[src/rtl/button_debouncer.sv]
// Multi-button debouncer: 2-flop synchronizer, shared sample-tick prescaler,
// per-button stability filter, press/release edge pulses and auto-repeat.
module button_debouncer #(
  parameter int N_BTN        = 4,
  parameter int TICK_PRESC   = 60_000,
  parameter int STABLE_TICKS = 10,
  parameter int REPEAT_DELAY = 500,
  parameter int REPEAT_RATE  = 100,
  parameter bit ACTIVE_LOW   = 1'b1
) (
  input  logic             clk,
  input  logic             reset,
  input  logic [N_BTN-1:0] btn_raw,
  output logic [N_BTN-1:0] btn_state,
  output logic [N_BTN-1:0] btn_press,
  output logic [N_BTN-1:0] btn_release,
  output logic [N_BTN-1:0] btn_repeat,
  output logic             any_event,
  output logic             tick
);

  localparam int PW = $clog2(TICK_PRESC);
  localparam int SW = $clog2(STABLE_TICKS + 1);
  localparam int HW = (REPEAT_DELAY > 0) ? $clog2(REPEAT_DELAY + 1) : 1;
  localparam logic [N_BTN-1:0] IDLE_RAW = {N_BTN{ACTIVE_LOW}};

  logic [N_BTN-1:0] sync1_q, sync2_q;
  logic [N_BTN-1:0] pressed;
  logic [PW-1:0]    presc_q, presc_d;
  logic             tick_en;
  logic             tick_q;
  logic [N_BTN-1:0] state_q, state_d;
  logic [N_BTN-1:0] press_q, press_d;
  logic [N_BTN-1:0] release_q, release_d;
  logic [N_BTN-1:0] repeat_q, repeat_d;
  logic             any_q, any_d;
  logic [SW-1:0]    stab_q [N_BTN];
  logic [SW-1:0]    stab_d [N_BTN];
  logic [HW-1:0]    hold_q [N_BTN];
  logic [HW-1:0]    hold_d [N_BTN];

  always_comb begin
    pressed   = ACTIVE_LOW ? ~sync2_q : sync2_q;
    tick_en   = (presc_q == '0);
    presc_d   = tick_en ? PW'(TICK_PRESC - 1) : presc_q - 1'b1;
    state_d   = state_q;
    press_d   = '0;
    release_d = '0;
    repeat_d  = '0;
    stab_d    = stab_q;
    hold_d    = hold_q;
    for (int i = 0; i < N_BTN; i++) begin
      // A change is accepted only after STABLE_TICKS consecutive differing samples.
      if (tick_en) begin
        if (pressed[i] == state_q[i]) begin
          stab_d[i] = '0;
        end else if (stab_q[i] == SW'(STABLE_TICKS - 1)) begin
          stab_d[i]    = '0;
          state_d[i]   = ~state_q[i];
          press_d[i]   = ~state_q[i];
          release_d[i] = state_q[i];
        end else begin
          stab_d[i] = stab_q[i] + 1'b1;
        end
      end
      // The release tick clears the hold count and never also repeats.
      if (!state_q[i] || release_d[i]) begin
        hold_d[i] = '0;
      end else if (tick_en && (REPEAT_DELAY != 0)) begin
        if (hold_q[i] + 1'b1 == HW'(REPEAT_DELAY)) begin
          repeat_d[i] = 1'b1;
          hold_d[i]   = HW'(REPEAT_DELAY - REPEAT_RATE);
        end else begin
          hold_d[i] = hold_q[i] + 1'b1;
        end
      end
    end
    any_d = |{press_d, release_d, repeat_d};
  end

  always_ff @(posedge clk) begin
    if (reset) begin
      sync1_q   <= IDLE_RAW;
      sync2_q   <= IDLE_RAW;
      presc_q   <= PW'(TICK_PRESC - 1);
      tick_q    <= 1'b0;
      state_q   <= '0;
      press_q   <= '0;
      release_q <= '0;
      repeat_q  <= '0;
      any_q     <= 1'b0;
      for (int i = 0; i < N_BTN; i++) begin
        stab_q[i] <= '0;
        hold_q[i] <= '0;
      end
    end else begin
      sync1_q   <= btn_raw;
      sync2_q   <= sync1_q;
      presc_q   <= presc_d;
      tick_q    <= tick_en;
      state_q   <= state_d;
      press_q   <= press_d;
      release_q <= release_d;
      repeat_q  <= repeat_d;
      any_q     <= any_d;
      stab_q    <= stab_d;
      hold_q    <= hold_d;
    end
  end

  assign btn_state   = state_q;
  assign btn_press   = press_q;
  assign btn_release = release_q;
  assign btn_repeat  = repeat_q;
  assign any_event   = any_q;
  assign tick        = tick_q;

endmodule

[config.mk]
export PLATFORM = sky130hd
export DESIGN_NAME = button_debouncer
export DESIGN_NICKNAME = d
export VERILOG_FILES = /design/src/rtl/button_debouncer.sv
export SDC_FILE = /design/constraint.sdc
export NUM_CORES = 1
export LEC_CHECK = 0
export BUFFER_PORTS_ARGS = -buffer_cell sky130_fd_sc_hd__buf_2
export CORE_ASPECT_RATIO = 0.75
export CORE_UTILIZATION = 55
export CTS_CLUSTER_DIAMETER = 100
export DETAILED_ROUTE_END_ITERATION = 8
export HOLD_SLACK_MARGIN = 0.05
export PLACE_DENSITY = 0.85
export SYNTH_ARGS = -nofsm -noshare
export SYNTH_HDL_FRONTEND = slang
export SYNTH_SLANG_ARGS = --single-unit
[constraint.sdc]
create_clock -name clk -period 5.8 [get_ports clk]
set_clock_uncertainty 0.05 [all_clocks]
set_input_delay 0.58 -clock clk [delete_from_list [all_inputs] [get_ports clk]]
set_output_delay 0.58 -clock clk [all_outputs]
set_load 0.02 [all_outputs]
Yosys cells after proc, flatten, opt, wreduce, memory -nomap -nowiden
Cells that the tools add are included.
{"block": "classes", "reduce_logical": 19, "mux": 48, "n_eq_ne": 12, "add_sub_neg": 9, "bitwise_logic": 9}
{"op": "adder 9 x 1 -> 9 bit (second input constant)", "count": 4}
{"op": "== test 9 bit (second input constant)", "count": 4}
{"op": "2-to-1 mux 1 bit", "count": 36}
{"op": "2-to-1 mux 9 bit", "count": 4}
{"op": "2-to-1 mux 4 bit", "count": 8}
{"op": "adder 4 x 1 -> 4 bit (second input constant)", "count": 4}
{"op": "== test 4 bit (second input constant)", "count": 4}
{"op": "logical NOT 16 bit", "count": 1}
{"op": "subtractor 16 x 1 -> 16 bit (second input constant)", "count": 1}
{"op": "AND reduction 3 bit", "count": 4}
{"op": "OR reduction 12 bit", "count": 1}
{"op": "OR reduction 2 bit", "count": 5}
{"op": "NOT 1 bit", "count": 8}
{"op": "== test 1 bit", "count": 4}
{"op": "logical NOT 1 bit", "count": 4}
{"op": "logical OR 1 bit", "count": 4}
{"op": "NOT 4 bit", "count": 1}
{"block": "word_totals", "register_bits": 94, "output_inout_bits": 18, "input_bits": 6, "wordCells": 117}

Logic depth before layout (Yosys ltp)
{"block": "logic_depth", "ltp_word": 7, "depth_mapped": 9, "depth_no_buf": 8}

Least setup slack after synthesis
No wires, ideal clock.
{"block": "synth_path", "path_type": "input to register", "from": "input reset", "to": "register stab_q[2] in the netlist's numbering", "setup_time_ns": 0.087, "n_path_buf": 1, "t_required_ns": 5.663, "cell_stages": 7, "path_slack_ns": 3.413, "arrival_time_ns": 2.250, "path_cell_list": "clkbuf_1 -> or4b_2 -> nor2_1 -> or4b_4 -> nor2_1 -> o21ai_1 -> o31ai_1"}
{"element": "start: declaration", "line_no": "12", "text": "input logic reset,"}
{"element": "end signal: assignment", "line_no": "106", "text": "stab_q <= stab_d;"}
{"element": "end: declaration", "line_no": "37", "text": "logic [SW-1:0] stab_q [N_BTN];"}

Worst setup path in the final report
{"block": "layout_path", "from": "register presc_q[13]", "to": "register hold_q[12] in the netlist's numbering"}
{"block": "layout_via", "elab_chain_len": 4}
{"element": "start: declaration", "line_no": "29", "text": "logic [PW-1:0] presc_q, presc_d;"}
{"element": "start signal: assignment", "line_no": "85", "text": "presc_q <= PW'(TICK_PRESC - 1);"}
{"element": "start signal: assignment", "line_no": "99", "text": "presc_q <= presc_d;"}
{"element": "logical NOT 16 bit (*)", "line_no": "44", "text": "tick_en = (presc_q == '0);"}
{"element": "2-to-1 mux 1 bit", "line_no": "54", "text": "if (tick_en) begin"}
{"element": "logical OR 1 bit", "line_no": "67", "text": "if (!state_q[i] || release_d[i]) begin"}
{"element": "OR reduction 2 bit (no source line)"}
{"element": "end signal: assignment", "line_no": "107", "text": "hold_q <= hold_d;"}
{"element": "end: declaration", "line_no": "39", "text": "logic [HW-1:0] hold_q [N_BTN];"}
Every way passes the cells marked *; elsewhere a longest branch is shown, timed or not.
A chain may end at the register's enable or synchronous reset.

==> reports/results.ini <==
[die]
start_util_pct=58.4
core_um2=6990
dieWidth_um=101
ios=24
dieArea_um2=7780
num_rows=26
die_h_um=76.6

[routing]
via_count=3464
wl_per_cell_um=14.5
via_per_inst=5.77
drt-total-wl_um=8690
drc=0
initialDrtViolationCount=213
drtAntennaViolNets=0
drtPass1Iterations=5

[worst_setup_path]
critPathTopFamily=simple AND/OR/NAND/NOR gates
ff2ff_setup_slack_ps=2910
cp-end-kind=flip-flop
start_kind=flip-flop
reg2reg_from=presc_q[13]
crit_arrival_ps=3090
rr_endpoint=hold_q[12]
required_ps=5990
crit_slowest_cell=and2_1
crit_chain=or3_1, nor4b_1, and2_1, nand2_1, nand3b_1, nor2_1
ff2ff_path_depth=6
crit_fanout=20
crit_buf_inv=0
slowest_delay_ps=720
cp.depth=6
path_class=flip-flop to flip-flop

[layout]
nets=517
final_area_um2=4460
drive_gt1_share_pct=11.2
layout.cells.most_common=dfxtp_1
final-instance-count-excl-fill=600
antenna_cells=0
area_delta_synth_final_pct=9.19
layout_common_cells=dfxtp_1, nand2_1, nor2_1
post-route-util_pct=63.7

[hold_path]
hold-path-endpoint=sync1_q[0]
min_from=btn_raw[0]
whs_path_depth=2
min_path_type=input port to flip-flop

[clocking]
numCtsBuffers=9
cts.htree.levels=3
post_cts_buffers=0
cts.sinks=94
hold_buffers=0
ctsRootBufferMaster=clkbuf_8
cts_tree=yes
insertion_delay_ps=370
clk_pin_slew_ps=90
post_cts_resized=0
cts_max_path_buffers=2

[placement]
hpwlAfterDp_um=6150
placed_area_um2=4280
io_buffers=23
place_ws_ps=3010
place_congestion=0.929
dp_cells=584

[grt]
grt_pass1_vias=3158
grt_overflow=0
grt_antenna_before_repair=0
grt_pass1_wl_um=14600
grt_max_degree=24
grtUsageTotal_pct=23.9

[yosys]
syn_inst=475
synth_area_um2=4080
postSynthAreaPerCell_um2=8.60
synth_seq_cells=94
ys.warnings.count=0
synth_seq_area_share_pct=46.1
yosysUniqueCellTypes=41
synth_nets=495

[run]
drv_cap=0

[timing]
worst_slew_pin_slew_ps=926
hold_viol_final=0
timing.final.ws_setup_ps=2910
setup_viol=0
drv_slew=0
tns_ps=0
hold_slack_ps=348
relSlewSlack_pct=37.7
max_freq_mhz=345
min_period_ps=2890
grt_setup_unrepaired=false
fin_crit_sh_pct=49.9

[pwr]
powerDensity_nw_per_um2=241
p_total_mw=1.07
p_leak_nw=1.51
peakVddDrop_v=0.000128

[run_status]
status=finished clean

[routing by layer]
| layer | up-vias | wire, µm | part of all wire (%) | global-route usage, % |
|---|---|---|---|---|
| met5 | - | 0 | 0 | 0 |
| met4 | 0 | 168 | 1.9 | 9.13 |
| met3 | 21 | 632 | 7.3 | 5.87 |
| met2 | 141 | 4020 | 46 | 37.7 |
| met1 | 1612 | 3870 | 45 | 31.4 |
| li1 | 1690 | - | - | - |
[synth_stat cells]
library cell | instances | area (µm²)
nor2b_1 | 3 | 18.8
mux2i_1 | 2 | 20.0
a22oi_1 | 1 | 7.51
o311ai_0 | 1 | 8.76
o21ba_2 | 1 | 10.0
or4_4 | 1 | 11.3
or2_2 | 10 | 62.6
nand3_1 | 25 | 125
or4b_2 | 1 | 10.0
a31oi_1 | 3 | 18.8
buf_2 | 3 | 15.0
nand2_1 | 55 | 206
inv_1 | 11 | 41.3
nand4b_1 | 2 | 17.5
or3_1 | 11 | 68.8
nor2_2 | 1 | 6.26
nand2b_1 | 5 | 31.3
a21o_1 | 1 | 7.51
o22ai_1 | 4 | 25.0
nor3_1 | 21 | 105
ha_1 | 14 | 175
nor4b_1 | 1 | 8.76
nor3_2 | 2 | 20.0
xor2_1 | 28 | 245
and2_1 | 5 | 31.3
o21ai_1 | 1 | 5.00
nor4_1 | 8 | 50.1
o21ai_0 | 27 | 135
a21oi_1 | 20 | 100
xnor2_1 | 14 | 123
dfxtp_1 | 94 | 1880
or4b_4 | 1 | 13.8
nor2_1 | 54 | 203
or4_1 | 5 | 37.5
nand3b_1 | 3 | 22.5
nor3b_1 | 2 | 15.0
nand4_1 | 9 | 56.3
o31ai_1 | 5 | 37.5
and4_1 | 2 | 17.5
and3_1 | 8 | 50.1
clkbuf_1 | 10 | 37.5
[cell families after synthesis]
group,synth area share [%]
compound gates,8.70
xor+xnor,9.01
fa+ha+maj,4.29
buf+inv,2.30
flops,46.1
mux,0.490
simple gates,29.1
[state kept, by name, summed over array words and instances, names as in the netlist]
signal,cells
any_event,1
btn_press,4
btn_release,4
btn_repeat,4
btn_state,4
hold_q,36
presc_q,16
stab_q,16
sync1_q,4
sync2_q,4
tick,1
[power by group]
| group | switching [mW] | total [mW] | internal (mW) |
|---|---|---|---|
| clock network | 0.234 | 0.405 | 0.171 |
| logic | 0.0105 | 0.0174 | 0.00692 |
| registers | 0.00343 | 0.653 | 0.649 |
[layout make-up]
type,instances,area [µm²]
inverter,11,41.3
fill,588,2540
clock buffer,11,141
timing repair buffer,24,123
multi-input combinational,357,2110
sequential,94,1880
clock inverter,5,41.3
tap,98,123
[worst max path at each step]
stage | from | endpoint | slack, ps
6_report | presc_q[13] | hold_q[12] | 2910
5_1_grt | presc_q[13] | hold_q[14] | 2700
4_1_cts | presc_q[13] | hold_q[12] | 2980
3_5_place_dp | presc_q[13] | hold_q[12] | 3010
3_3_place_gp | presc_q[3] | hold_q[16] | 3110
2_1_floorplan | reset | stab_q[2] | 3410
No activity file was read; power rests on OpenSTA's default activity.
